`src/rtl/multiplex_display_top.sv`:
```
// Keypad-to-display back end: a 4x4 keypad code decoder, plus a 3-digit
// time-multiplexed seven-segment driver that shares one segment bus.

module keypad_decoder (
  input  logic [1:0] row,
  input  logic [1:0] col,
  output logic [3:0] bcd_value,
  output logic       valid
);
  always_comb begin
    bcd_value = 4'h0;
    valid     = 1'b0;
    case ({row, col})
      4'b00_00: begin bcd_value = 4'd1; valid = 1'b1; end
      4'b00_01: begin bcd_value = 4'd2; valid = 1'b1; end
      4'b00_10: begin bcd_value = 4'd3; valid = 1'b1; end
      4'b00_11: bcd_value = 4'hA;
      4'b01_00: begin bcd_value = 4'd4; valid = 1'b1; end
      4'b01_01: begin bcd_value = 4'd5; valid = 1'b1; end
      4'b01_10: begin bcd_value = 4'd6; valid = 1'b1; end
      4'b01_11: bcd_value = 4'hB;
      4'b10_00: begin bcd_value = 4'd7; valid = 1'b1; end
      4'b10_01: begin bcd_value = 4'd8; valid = 1'b1; end
      4'b10_10: begin bcd_value = 4'd9; valid = 1'b1; end
      4'b10_11: bcd_value = 4'hC;
      // Bottom row: '*' and '#' take the two codes left over after A-D.
      4'b11_00: bcd_value = 4'hE;
      4'b11_01: begin bcd_value = 4'd0; valid = 1'b1; end
      4'b11_10: bcd_value = 4'hF;
      4'b11_11: bcd_value = 4'hD;
      default: begin bcd_value = 4'h0; valid = 1'b0; end
    endcase
  end
endmodule

module sevseg (
  input  logic [3:0] code,
  output logic [6:0] segments
);
  always_comb begin
    segments = 7'h00;
    case (code)
      4'h0: segments = 7'h3F;
      4'h1: segments = 7'h06;
      4'h2: segments = 7'h5B;
      4'h3: segments = 7'h4F;
      4'h4: segments = 7'h66;
      4'h5: segments = 7'h6D;
      4'h6: segments = 7'h7D;
      4'h7: segments = 7'h07;
      4'h8: segments = 7'h7F;
      4'h9: segments = 7'h6F;
      4'hA: segments = 7'h77;
      4'hB: segments = 7'h7C;
      4'hC: segments = 7'h39;
      4'hD: segments = 7'h5E;
      4'hE: segments = 7'h79;
      4'hF: segments = 7'h71;
      default: segments = 7'h00;
    endcase
  end
endmodule

module multiplex_display #(
  parameter int REFRESH_CNT = 27000
) (
  input  logic       clk,
  input  logic       rst,
  input  logic [3:0] digit0,
  input  logic [3:0] digit1,
  input  logic [3:0] digit2,
  output logic [6:0] segments,
  output logic [2:0] enable_displays
);
  localparam int CW = (REFRESH_CNT > 1) ? $clog2(REFRESH_CNT) : 1;
  localparam logic [CW-1:0] CNT_MAX = CW'(REFRESH_CNT - 1);

  typedef enum logic [1:0] {
    SEL_D0 = 2'd0,
    SEL_D1 = 2'd1,
    SEL_D2 = 2'd2
  } sel_t;

  logic [CW-1:0] cnt_reg, cnt_next;
  sel_t          sel_reg, sel_next;
  logic [3:0]    digit_sel;

  always_ff @(posedge clk) begin
    if (rst) begin
      cnt_reg <= '0;
      sel_reg <= SEL_D0;
    end else begin
      cnt_reg <= cnt_next;
      sel_reg <= sel_next;
    end
  end

  always_comb begin
    cnt_next        = cnt_reg + 1'b1;
    sel_next        = sel_reg;
    enable_displays = 3'b001;
    digit_sel       = digit0;

    if (cnt_reg == CNT_MAX) begin
      cnt_next = '0;
      case (sel_reg)
        SEL_D0:  sel_next = SEL_D1;
        SEL_D1:  sel_next = SEL_D2;
        default: sel_next = SEL_D0;
      endcase
    end

    // Encoding 3 is unreachable; it falls back to display 0 so the enable stays one-hot.
    case (sel_reg)
      SEL_D1: begin enable_displays = 3'b010; digit_sel = digit1; end
      SEL_D2: begin enable_displays = 3'b100; digit_sel = digit2; end
      default: begin enable_displays = 3'b001; digit_sel = digit0; end
    endcase
  end

  sevseg u_sevseg (
    .code     (digit_sel),
    .segments (segments)
  );
endmodule

module multiplex_display_top #(
  parameter int REFRESH_CNT = 27000
) (
  input  logic       clk,
  input  logic       rst,
  input  logic [1:0] row,
  input  logic [1:0] col,
  output logic [3:0] bcd_value,
  output logic       valid,
  input  logic [3:0] digit0,
  input  logic [3:0] digit1,
  input  logic [3:0] digit2,
  output logic [6:0] segments,
  output logic [2:0] enable_displays
);
  keypad_decoder u_keypad (
    .row       (row),
    .col       (col),
    .bcd_value (bcd_value),
    .valid     (valid)
  );

  multiplex_display #(.REFRESH_CNT(REFRESH_CNT)) u_mux (
    .clk             (clk),
    .rst             (rst),
    .digit0          (digit0),
    .digit1          (digit1),
    .digit2          (digit2),
    .segments        (segments),
    .enable_displays (enable_displays)
  );
endmodule

```
`config.mk`:
```
export PLATFORM = sky130hd
export DESIGN_NAME = multiplex_display_top
export DESIGN_NICKNAME = d
export VERILOG_FILES = /design/src/rtl/multiplex_display_top.sv
export SDC_FILE = /design/constraint.sdc
export NUM_CORES = 1
export LEC_CHECK = 0
export ABC_AREA = 1
export CORE_ASPECT_RATIO = 0.8
export CORE_UTILIZATION = 53
export CTS_CLUSTER_SIZE = 12
export DETAILED_ROUTE_END_ITERATION = 12
export PLACE_DENSITY = 0.81
export SETUP_SLACK_MARGIN = 0.3
export SLEW_MARGIN = 20
export SYNTH_ARGS = -nofsm -noshare
export SYNTH_HDL_FRONTEND = slang
export SYNTH_SLANG_ARGS = --single-unit
```
`constraint.sdc`:
```
create_clock -name clk -period 5.5 [get_ports clk]
set_input_delay 1.1 -clock clk [delete_from_list [all_inputs] [get_ports clk]]
set_output_delay 1.1 -clock clk [all_outputs]
set_load 0.05 [all_outputs]
```
==> impl_metrics.toml <==
[outcome]
status = "complete, no violations"

[clock_tree]
cts-buffers-inserted = 3
postCtsHoldBufs = 0
cts_tree = "built"
clk_pin_slew_ps = 110
cts_resized = 0
cts.sinks = 17
worst_skew_pair.late_latency_ps = 300
post_cts_buffers = 0
ctsRootBufferMaster = "clkbuf_4"
clockBufferDepth = 2
htree_levels = 1

[global_routing]
antenna_found_initial = 0
grt.total_usage_pct = 22.1
grtUsageMet1_pct = 33.1
first_global_vias = 1068
grt.overflow.total = 0
grt_max_degree = 16
grt.busiest_layer = "met1"
use_met2_pct = 30.2
grtUsageMet3_pct = 6.61
grt_pass1_wl_mm = 4.57

[route]
drcViolationCount = 0
wl_per_cell_um = 9.60
num_vias = 1379
wirelength_mm = 2.80
drt_iter0_markers = 57
vias_per_cell = 4.74
drt_pass1_iterations = 4
drt.antenna.violating_nets = 0

[pwr]
p_leak_nw = 0.711
peakVddDrop_uv = 202
pwr-share-comb_pct = 31.3
power_w = 0.000286
power.internal_w = 0.000187
switching_share_pct = 34.5
switchingPower_w = 0.0000987
seqPwrFrac_pct = 44.2
cellPowerDensity_nw_per_um2 = 164
clockPowerShare_pct = 24.5

[placement]
port-buffer-count = 32
post-place-ws_ps = 1020
gp_congestion = 0.849
hpwl_mm = 2.21
dpl-instance-area_sq_um = 1710

[final_layout]
finalInstanceArea_sq_um = 1740
utilization_pct = 71.2
drive_gt1_share_pct = 5.49
antenna_cells_inserted = 0
largest_reg_flops = 15
final_common_cell = "nand2_1"
fillers = 221
finalNetCount = 287
final_cell_mix = "nand2_1, clkdlybuf4s50_1, nor2_1, inv_1, dfxtp_1"
area_growth_pct = 27.3

[critical_path]
reg2reg_slack_ps = 4130
crit_buf_inv = 4
path_delay_family = "buffers and inverters"
crit_path_end = "segments[3]"
reg2reg_to = "u_mux.cnt_reg[7]"
crit-reg2reg-launch = "u_mux.cnt_reg[0]"
critical_path_class = "in -> out"
cp.arrival_ps = 3380
cp_max_fo = 7
r2r_cells = 6
cp-end-kind = "output pin"
path_cells = "clkdlybuf4s50_1 -> or2_2 -> nand2_2 -> inv_1 -> ha_1 -> inv_1 -> o21ai_1 -> nand2_1 -> nand2_1 -> clkdlybuf4s50_1"
worst_setup_path_start_kind = "input port"
max_stage_delay_ps = 790
crit_start = "digit0[0]"
cpMaxStageDelayCell = "clkdlybuf4s50_1"
critical_path_depth = 10
critPathRequiredTime_ps = 4400

[synth]
syn_nets = 252
synth_warnings = 0
ys_seq_elements = 17
postSynthAreaPerCell_sq_um = 6.18
netlist_instances = 221
synth.cell_area_sq_um = 1370
seq_area_frac_synth_pct = 24.9
ys_types = 23

[floorplanning]
std_cell_rows = 16
dieArea_sq_um = 2780
pin_count = 33
die_w_um = 58.7
die_h_um = 47.4
core_area_sq_um = 2440
initial_core_util_pct = 55.9

[sta]
final.min_clock_period_ps = 4480
fin_tns_setup_ps = 0
maxSlewHeadroom_pct = 66.6
finClkSkew_ps = 7.90
fmax_mhz = 223
period_share_pct = 81.5
rsz0062_at_grt = "false"
drv_slew = 0
setup_ws_ps = 1020
hold_viol = 0
setup_violations = 0
worst_pin_slew_ps = 500

[hold_path]
holdPathStages = 1
holdCritPathClass = "reg -> reg"

[job]
drv_cap = 0
[per-layer routing]
layer	up-vias	wire (um)
met2	37	1090
met5	-	0
met3	4	177
li1	754	-
met4	0	25
met1	584	1500
[synthesized netlist by cell type]
library cell	number	area share (%)
nor2_1	29	8.0
dfxtp_1	17	25
nor2_2	2	0.92
o22ai_1	2	0.92
xor2_1	5	3.2
nand2_2	4	1.8
buf_6	2	1.6
or2_0	2	0.92
nand3_1	10	3.7
ha_1	13	12
a21oi_1	10	3.7
or2_1	1	0.46
o21ai_0	8	2.9
o211ai_1	1	0.55
nand2_1	76	21
inv_1	28	7.7
o21ai_1	2	0.73
xnor2_1	1	0.64
o21ai_2	1	0.64
nand2_4	1	0.82
or2_2	1	0.46
nor3_2	1	0.73
nand4_1	4	1.8
[through the flow]
step | instances | hold WS, ps
6_report | 291 | 467
5_1_grt | 291 | 500
4_1_cts | 291 | 472
3_5_place_dp | 287 | 445
3_3_place_gp | 287 | 426
2_1_floorplan | 221 | 418
[worst register-to-register path: cells and delay by family, from the launching register on]
family	cells	cell delay, ps
flip-flops	1	380
AO/OA/AOI/OAI	1	60
adder cells (fa/ha/maj)	1	220
AND/OR/NAND/NOR	4	590
[logic make-up after synthesis]
family | count (synthesis) | share of synthesized area, %
simple gates | 131 | 40.5
fa+ha+maj | 13 | 11.9
xor+xnor | 6 | 3.85
buf+inv | 30 | 9.35
flops | 17 | 24.9
compound gates | 24 | 9.44
[power by group through the flow]
stage	logic (W)	registers [W]	clock network, W
2_1_floorplan	0.0000577	0.000129	0
3_3_place_gp	0.0000890	0.000129	0
3_5_place_dp	0.0000895	0.000129	0
4_1_cts	0.0000897	0.000126	0.0000746
5_1_grt	0.0000978	0.000127	0.0000798
6_report	0.0000895	0.000126	0.0000699
[cell type report]
type                       instances  area [sq um]  area share, %
tap                               36          45.0           2.59
timing repair buffer              32           320           18.4
sequential                        17           340           19.6
clock inverter                     1          7.51          0.432
clock buffer                       3          22.5           1.30
inverter                          28           105           6.05
multi-input combinational        174           897           51.6
[worst min-delay path by stage]
stage                                start               end  slack, ps
after CTS                 u_mux.cnt_reg[0]  u_mux.cnt_reg[0]        470
after detailed placement  u_mux.cnt_reg[0]  u_mux.cnt_reg[0]        440
after global routing      u_mux.cnt_reg[0]  u_mux.cnt_reg[0]        500
final                     u_mux.cnt_reg[0]  u_mux.cnt_reg[0]        470
after floorplan           u_mux.cnt_reg[0]  u_mux.cnt_reg[0]        420
after global placement    u_mux.cnt_reg[0]  u_mux.cnt_reg[0]        430
Note: power is estimated with default switching activity, not from simulation.
